--- src/rtl/vx_cache_bypass_sched_if.sv ---
// Memory-request scheduling bus: cache and NC request channels, the shared memory port,
// NC response/drain control. Perf outputs exist only under VX_BYPASS_SCHED_PERF_EN.
interface vx_cache_bypass_sched_if #(
  parameter int DATAW = 64,
  parameter int CNTW  = 3
);
  logic             cache_req_valid;
  logic [DATAW-1:0] cache_req_data;
  logic             cache_req_ready;
  logic             nc_req_valid;
  logic [DATAW-1:0] nc_req_data;
  logic             nc_req_ready;
  logic             mem_req_valid;
  logic [DATAW-1:0] mem_req_data;
  logic             mem_req_is_nc;
  logic             mem_req_ready;
  logic             nc_rsp_fire;
  logic             drain_req;
  logic             drain_busy;
  logic             drain_done;
  logic [CNTW-1:0]  nc_pending;
`ifdef VX_BYPASS_SCHED_PERF_EN
  logic [43:0]      perf_nc_reqs;
  logic [43:0]      perf_forced;
  logic [43:0]      perf_nc_stalls;
`endif

  modport slave (
    input  cache_req_valid, cache_req_data, nc_req_valid, nc_req_data,
    input  mem_req_ready, nc_rsp_fire, drain_req,
    output cache_req_ready, nc_req_ready, mem_req_valid, mem_req_data, mem_req_is_nc,
    output drain_busy, drain_done, nc_pending
`ifdef VX_BYPASS_SCHED_PERF_EN
    , output perf_nc_reqs, perf_forced, perf_nc_stalls
`endif
  );

  modport master (
    output cache_req_valid, cache_req_data, nc_req_valid, nc_req_data,
    output mem_req_ready, nc_rsp_fire, drain_req,
    input  cache_req_ready, nc_req_ready, mem_req_valid, mem_req_data, mem_req_is_nc,
    input  drain_busy, drain_done, nc_pending
`ifdef VX_BYPASS_SCHED_PERF_EN
    , input perf_nc_reqs, perf_forced, perf_nc_stalls
`endif
  );
endinterface

--- src/rtl/vx_cache_bypass_sched.sv ---
// Shares one memory request port between cache and NC bypass traffic with bounded NC starvation,
// an outstanding-NC cap and a drain handshake. Optional perf counters: VX_BYPASS_SCHED_PERF_EN.
module vx_cache_bypass_sched #(
  parameter int DATAW        = 64,
  parameter int MAX_PENDING  = 4,
  parameter int STARVE_LIMIT = 8,
  parameter int CNTW         = $clog2(MAX_PENDING + 1)
) (
  input  logic                    clk,
  input  logic                    reset,
  vx_cache_bypass_sched_if.slave  bus
);
  localparam int SW = $clog2(STARVE_LIMIT + 1);
  localparam logic [CNTW-1:0] MAXP = CNTW'(MAX_PENDING);
  localparam logic [SW-1:0]   LIM  = SW'(STARVE_LIMIT);

  typedef enum logic [1:0] {IDLE, DRAIN, DONE, HOLD} state_e;

  state_e          state_q, state_d;
  logic            lock_q, lock_d;
  logic            lock_src_q, lock_src_d;
  logic [SW-1:0]   starve_q, starve_d;
  logic [CNTW-1:0] pend_q, pend_d;

  logic nc_elig, force_nc, grant_nc, grant_cache;
  logic mem_valid, nc_fire, any_fire, rsp_dec;
  logic drain_busy, drain_done;

  assign nc_elig  = bus.nc_req_valid && (pend_q < MAXP) && (state_q == IDLE);
  assign force_nc = (starve_q == LIM);

  // Grants are gated by reset so every output reads 0 while reset is held.
  always_comb begin
    grant_nc    = 1'b0;
    grant_cache = 1'b0;
    if (!reset) begin
      if (lock_q) begin
        grant_nc    = lock_src_q;
        grant_cache = !lock_src_q;
      end else if (nc_elig && (force_nc || !bus.cache_req_valid)) begin
        grant_nc    = 1'b1;
      end else begin
        grant_cache = bus.cache_req_valid;
      end
    end
  end

  assign mem_valid = (grant_nc && bus.nc_req_valid) || (grant_cache && bus.cache_req_valid);
  assign nc_fire   = grant_nc && bus.nc_req_valid && bus.mem_req_ready;
  assign any_fire  = mem_valid && bus.mem_req_ready;
  assign rsp_dec   = bus.nc_rsp_fire && (pend_q != '0);

  assign bus.mem_req_valid   = mem_valid;
  assign bus.mem_req_is_nc   = grant_nc && bus.nc_req_valid;
  assign bus.mem_req_data    = grant_nc    ? bus.nc_req_data    :
                               grant_cache ? bus.cache_req_data : '0;
  assign bus.cache_req_ready = bus.mem_req_ready && grant_cache;
  assign bus.nc_req_ready    = bus.mem_req_ready && grant_nc;
  assign bus.nc_pending      = pend_q;
  assign bus.drain_busy      = drain_busy;
  assign bus.drain_done      = drain_done;

  always_comb begin
    lock_d     = lock_q;
    lock_src_d = lock_src_q;
    if (any_fire) begin
      lock_d = 1'b0;
    end else if (mem_valid) begin
      lock_d     = 1'b1;
      lock_src_d = grant_nc;
    end

    starve_d = starve_q;
    if (nc_fire || !bus.nc_req_valid) begin
      starve_d = '0;
    end else if (nc_elig && grant_cache && (starve_q != LIM)) begin
      starve_d = starve_q + SW'(1);
    end

    pend_d = pend_q;
    if (nc_fire && !rsp_dec) begin
      pend_d = pend_q + CNTW'(1);
    end else if (!nc_fire && rsp_dec) begin
      pend_d = pend_q - CNTW'(1);
    end
  end

  always_comb begin
    state_d    = state_q;
    drain_busy = 1'b0;
    drain_done = 1'b0;
    case (state_q)
      IDLE: begin
        // A stalled NC request must complete before the drain may start.
        if (bus.drain_req && !(lock_q && lock_src_q)) state_d = DRAIN;
      end
      DRAIN: begin
        drain_busy = 1'b1;
        if (pend_q == '0) state_d = DONE;
      end
      DONE: begin
        drain_done = 1'b1;
        state_d    = bus.drain_req ? HOLD : IDLE;
      end
      HOLD: begin
        drain_busy = 1'b1;
        if (!bus.drain_req) state_d = IDLE;
      end
      default: state_d = IDLE;
    endcase
  end

  always_ff @(posedge clk or posedge reset) begin
    if (reset) begin
      state_q    <= IDLE;
      lock_q     <= 1'b0;
      lock_src_q <= 1'b0;
      starve_q   <= '0;
      pend_q     <= '0;
    end else begin
      state_q    <= state_d;
      lock_q     <= lock_d;
      lock_src_q <= lock_src_d;
      starve_q   <= starve_d;
      pend_q     <= pend_d;
    end
  end

  a_no_rsp_underflow: assert property (@(posedge clk) disable iff (reset)
    !(bus.nc_rsp_fire && pend_q == '0));

`ifdef VX_BYPASS_SCHED_PERF_EN
  logic [43:0] perf_nc_reqs_q, perf_forced_q, perf_nc_stalls_q;

  always_ff @(posedge clk or posedge reset) begin
    if (reset) begin
      perf_nc_reqs_q   <= '0;
      perf_forced_q    <= '0;
      perf_nc_stalls_q <= '0;
    end else begin
      if (nc_fire) perf_nc_reqs_q <= perf_nc_reqs_q + 44'd1;
      // A forced grant is counted once, in the cycle it is first won while unlocked.
      if (!lock_q && grant_nc && force_nc && bus.nc_req_valid)
        perf_forced_q <= perf_forced_q + 44'd1;
      if (bus.nc_req_valid && !bus.nc_req_ready)
        perf_nc_stalls_q <= perf_nc_stalls_q + 44'd1;
    end
  end

  assign bus.perf_nc_reqs   = perf_nc_reqs_q;
  assign bus.perf_forced    = perf_forced_q;
  assign bus.perf_nc_stalls = perf_nc_stalls_q;
`endif
endmodule

--- src/flat_wrapper.sv ---
// flat-port wrapper written by rule: the top's interface ports become plain ports
module vx_cache_bypass_sched_flat 
#(
  parameter int DATAW        = 64,
  parameter int MAX_PENDING  = 4,
  parameter int STARVE_LIMIT = 8,
  parameter int CNTW         = $clog2(MAX_PENDING + 1)
)
  (clk, reset, bus_cache_req_valid, bus_cache_req_data, bus_nc_req_valid, bus_nc_req_data, bus_mem_req_ready, bus_nc_rsp_fire, bus_drain_req, bus_cache_req_ready, bus_nc_req_ready, bus_mem_req_valid, bus_mem_req_data, bus_mem_req_is_nc, bus_drain_busy, bus_drain_done, bus_nc_pending);
  vx_cache_bypass_sched_if #(.DATAW(DATAW), .CNTW(CNTW)) bus_i ();
  input  logic clk;
  input  logic reset;
  input wire logic [$bits(bus_i.cache_req_valid)-1:0] bus_cache_req_valid;
  input wire logic [$bits(bus_i.cache_req_data)-1:0] bus_cache_req_data;
  input wire logic [$bits(bus_i.nc_req_valid)-1:0] bus_nc_req_valid;
  input wire logic [$bits(bus_i.nc_req_data)-1:0] bus_nc_req_data;
  input wire logic [$bits(bus_i.mem_req_ready)-1:0] bus_mem_req_ready;
  input wire logic [$bits(bus_i.nc_rsp_fire)-1:0] bus_nc_rsp_fire;
  input wire logic [$bits(bus_i.drain_req)-1:0] bus_drain_req;
  output wire logic [$bits(bus_i.cache_req_ready)-1:0] bus_cache_req_ready;
  output wire logic [$bits(bus_i.nc_req_ready)-1:0] bus_nc_req_ready;
  output wire logic [$bits(bus_i.mem_req_valid)-1:0] bus_mem_req_valid;
  output wire logic [$bits(bus_i.mem_req_data)-1:0] bus_mem_req_data;
  output wire logic [$bits(bus_i.mem_req_is_nc)-1:0] bus_mem_req_is_nc;
  output wire logic [$bits(bus_i.drain_busy)-1:0] bus_drain_busy;
  output wire logic [$bits(bus_i.drain_done)-1:0] bus_drain_done;
  output wire logic [$bits(bus_i.nc_pending)-1:0] bus_nc_pending;
  assign bus_i.cache_req_valid = bus_cache_req_valid;
  assign bus_i.cache_req_data = bus_cache_req_data;
  assign bus_i.nc_req_valid = bus_nc_req_valid;
  assign bus_i.nc_req_data = bus_nc_req_data;
  assign bus_i.mem_req_ready = bus_mem_req_ready;
  assign bus_i.nc_rsp_fire = bus_nc_rsp_fire;
  assign bus_i.drain_req = bus_drain_req;
  assign bus_cache_req_ready = bus_i.cache_req_ready;
  assign bus_nc_req_ready = bus_i.nc_req_ready;
  assign bus_mem_req_valid = bus_i.mem_req_valid;
  assign bus_mem_req_data = bus_i.mem_req_data;
  assign bus_mem_req_is_nc = bus_i.mem_req_is_nc;
  assign bus_drain_busy = bus_i.drain_busy;
  assign bus_drain_done = bus_i.drain_done;
  assign bus_nc_pending = bus_i.nc_pending;
  vx_cache_bypass_sched #(.DATAW(DATAW), .MAX_PENDING(MAX_PENDING), .STARVE_LIMIT(STARVE_LIMIT), .CNTW(CNTW)) u_core (.clk(clk), .reset(reset), .bus(bus_i));
endmodule
--- config.mk ---
export PLATFORM = sky130hd
export DESIGN_NAME = vx_cache_bypass_sched_flat
export DESIGN_NICKNAME = d
export VERILOG_FILES = /design/src/rtl/vx_cache_bypass_sched_if.sv /design/src/rtl/vx_cache_bypass_sched.sv /design/src/flat_wrapper.sv
export SDC_FILE = /design/constraint.sdc
export NUM_CORES = 1
export LEC_CHECK = 0
export CAP_MARGIN = 25
export CORE_AREA = 2 2 80 82
export DETAILED_ROUTE_END_ITERATION = 8
export DIE_AREA = 0 0 82 84
export GPL_TIMING_DRIVEN = 0
export PLACE_DENSITY = 0.83
export SETUP_SLACK_MARGIN = 0.4
export SLEW_MARGIN = 20
export SYNTH_ARGS = -nofsm -noshare
export SYNTH_HDL_FRONTEND = slang
export SYNTH_SLANG_ARGS = --single-unit
--- constraint.sdc ---
create_clock -name clk -period 5.4 [get_ports clk]
set_input_delay 1.08 -clock clk [delete_from_list [all_inputs] [get_ports clk]]
set_output_delay 1.08 -clock clk [all_outputs]
set_load 0.1 [all_outputs]
==> metrics.md <==
| Metric | Value |
|---|---|
| Reg-to-reg startpoint | u_core.state_q[1] |
| Clk_lat worst skew | roughly 0.24 ns |
| CTS sink cnt | 11 |
| Dominant synthesized flop cell | dfrtp_1 |
| Placed inst area | between 3000 and 4000 µm² |
| Wire per inst | roughly 16 µm |
| Drt pass-1 iters | 4 |
| R2r setup slk | about 2.4 ns |
| GRT met3 Usage | between 5 and 6% |
| Fmax | roughly 0.21 GHz |
| Non-filler cells, final | approximately 450 |
| Number of flops mapped to enable cells by yosys | 0 |
| Total Wirelength | around 7300 µm |
| Chip height | 84 µm |
| HP Start | u_core.state_q[1] |
| Die Span X | 82 µm |
| Synthesis Warnings | 0 |
| Placed insts | 441 |
| Vias in the first global route | 2,176 |
| Status | finished, final reports clean |
| Ranking of synthesized cells by area | a22o_1 (38%), dfrtp_1 (18%), buf_6 (5.3%) |
| Most frequent cells in the layout | clkdlybuf4s50_1 (139), a22o_1 (64), clkdlybuf4s15_2 (44) |
| Hold Crit Depth | 1 |
| Fin. Hold Viols | 0 |
| Ant diodes | 0 |
| Gr ovfl total | 0 |
| CP required | between 4 and 5 ns |
| Finished Cell Area | around 3700 µm² |
| Placer congestion estimate | between 0.7 and 0.8 |
| CP startpoint kind | input pin |
| CTS tree | built |
| Share of post-route cells with drive strength above 1 | 25.0% |
| Final net count | approximately 510 |
| Slew at the pin closest to its max-slew limit | between 0.9 and 1 ns |
| Crit. End Element | output pin |
| Post-layout min period | 4.85 ns |
| CTS buffer count | 3 |
| Global routing's busiest layer | met2 |
| Synth Instances | around 160 |
| Cell mode on critical path | clkdlybuf4s50_1 |
| Setup Slack @ Placement | around 0.015 ns |
| Worst r2r dst | u_core.bus.nc_pending[2] |
| Setup TNS | 0 ns |
| Syn Nets | 297 |
| Initial antenna violation count | 1 |
| Commonest non-fill, non-tap cell in the layout | clkdlybuf4s50_1 |
| Final setup fails | 0 |
| Vias per std cell | around 4.8 |
| Antenna Nets Post-Route | 0 |
| Worst VDD drop | ~0.46 mV |
| Pwr/cell area | ~470 nW/µm² |
| GRT Resource Usage Total | approximately a fifth |
| Period Utilization, post-route | 89.8% |
| Syn_area_per_cell | roughly 9.4 µm² |
| RSZ-0062 raised after global routing | false |
| Met2 Usage GRT | 36.1% |
| Post-synthesis cell type count | 41 |
| Vias post-DR | between 2k and 2.5k |
| Largest net degree at the start of global routing | 15 |
| First-pass GRT wire length | 10,900 µm |
| Iteration-0 DRC Markers | 55 |
| Worst EP arrival | approximately 3.8 ns |
| Max Cap Viol | 0 |
| FFs w/ async S/R, synth | 100% |
| Post-CTS Setup Bufs | 0 |
| Rel. slew slack | roughly a third |
| Register bit total from synthesis | 11 |
| CP Max Fanout | 7 |
| Hold crit path type | flop to flop |
| Slowest CP cell | clkdlybuf4s50_1 |
| CP Cell Sequence | clkdlybuf4s50_1 > or4b_1 > buf_4 > o21ai_2 > o21ai_0 > and3_1 > clkdlybuf4s50_1 |
| Seq/Total Area, Yosys | between 10% and 20% |
| Die Area | ~6900 µm² |
| Port-buffer cells | between 200 and 250 |
| Met1 GRT Util | between 20% and 30% |
| H-Tree Depth | 1 |
| Synthesized area | 1490 µm² |
| Initial core utilization | about a quarter |
| Root Buffer | clkbuf_8 |
| Cts hold-fix bufs | 0 |
| Residual DRC | 0 |
| Crit path kind | input pin to output pin |
| Leak | 0.00149 µW |
| DP Wirelength | about 6000 µm |
| Io pins | between 200 and 250 |
| FP Rows | 29 |
| Worst setup margin | about 0.55 ns |
| Worst r2r path cells | 12 |
| Placeable core region | around 6100 µm² |
| Synth top area share | 37.6% |
| Crit-path max cell delay | slightly below 1 ns |
| Max clock buf depth | 2 |
| Max-slew violations | 0 |
| Largest area contributor in the netlist | a22o_1 |
| Area added between synthesis and finish | 145% |
| Skew final | 0.000767 ns |
| Clock transition at path regs | ~0.05 ns |
| Worst Hold End | u_core.state_q[1] |
[timing repair]
| action | in CTS | in global routing |
|---|---|---|
| setup endpoints to repair | 66 | 22 |
| hold endpoints to repair | 0 | 0 |
| pin swaps | 0 | 0 |
| gates resized for setup | 168 | 29 |
[report_power, final]
part / switching [µW] / internal (µW)
sequential: 33.9 / 108
clock: 31.1 / 51.8
combinational: 1100 / 389
[final cells by class]
type,instances,area [µm²]
tap,77,96.3
inverter,7,26.3
sequential,11,275
fill,543,2440
buffer,17,168
timing repair buffer,206,2010
multi-input combinational,123,1030
clock buffer,4,45.0
[metal layers]
metal  up-vias  routed length [µm]
li1       1047                   -
met1       965                2750
met2        97                3650
met3        19                 689
met4         2                 171
met5         -                  13
[worst max path at each step]
stage | start | cells after the start | to | slack [ns]
3_5_place_dp | bus_nc_req_valid | 9 | bus_mem_req_data[45] | 0.02
5_1_grt | bus_nc_req_valid | 7 | bus_cache_req_ready | 0.44
4_1_cts | bus_nc_req_valid | 9 | bus_mem_req_data[45] | 0.30
2_1_floorplan | bus_nc_req_valid | 5 | bus_mem_req_valid | 1.00
6_report | bus_nc_req_valid | 7 | bus_cache_req_ready | 0.55
3_3_place_gp | bus_nc_req_valid | 9 | bus_mem_req_data[32] | 0.03
[critical path, delay by kind of cell]
family / cells / cell delay [ns]
AO/OA/AOI/OAI: 2 / 0.33
buffers and inverters: 3 / 1.72
AND/OR/NAND/NOR: 2 / 0.63
[through the flow]
| step | total power [µW] | utilization [%] | hold slack (ns) |
|---|---|---|---|
| final | 1710 | 59.9 | 0.537 |
| after global routing | 1780 | 59.9 | 0.570 |
| after detailed placement | 1680 | 60.0 | 0.511 |
| after CTS | 1730 | 61.4 | 0.540 |
| after global placement | 1680 | 60.0 | 0.521 |
| after floorplan | 1300 | - | 0.492 |
[state kept, by name, indices dropped and copies added (netlist names)]
name,cells
u_core.lock_src_q,1
u_core.state_q,2
u_core.bus.nc_pending,3
u_core.starve_q,4
u_core.lock_q,1
[cells in the mapped netlist, types with 2 or more instances]
| master | n |
|---|---|
| nand2b_1 | 3 |
| nand2_1 | 3 |
| ha_1 | 3 |
| xor2_1 | 2 |
| o21ai_0 | 4 |
| nand3b_1 | 2 |
| mux2i_1 | 2 |
| and2_1 | 2 |
| clkbuf_1 | 3 |
| nor2b_1 | 2 |
| nor2_1 | 7 |
| and3_1 | 2 |
| nor3_1 | 3 |
| o31ai_1 | 2 |
| buf_6 | 7 |
| a22o_1 | 64 |
| buf_2 | 2 |
| dfrtp_1 | 11 |
| xnor2_1 | 3 |
| inv_1 | 7 |
| buf_8 | 4 |
[logic make-up (layout without fill, tap and decap cells)]
logic type      count (synthesis)  count (layout)  share of synthesized area [%]
fa+ha+maj                       4               4                           3.86
simple gates                   30              30                           12.2
buf+inv                        24             234                           13.0
flops                          11              11                           18.5
mux                             3               3                           2.10
compound gates                 81              81                           47.5
xor+xnor                        5               5                           2.94
(Power assumes the default switching activity.)
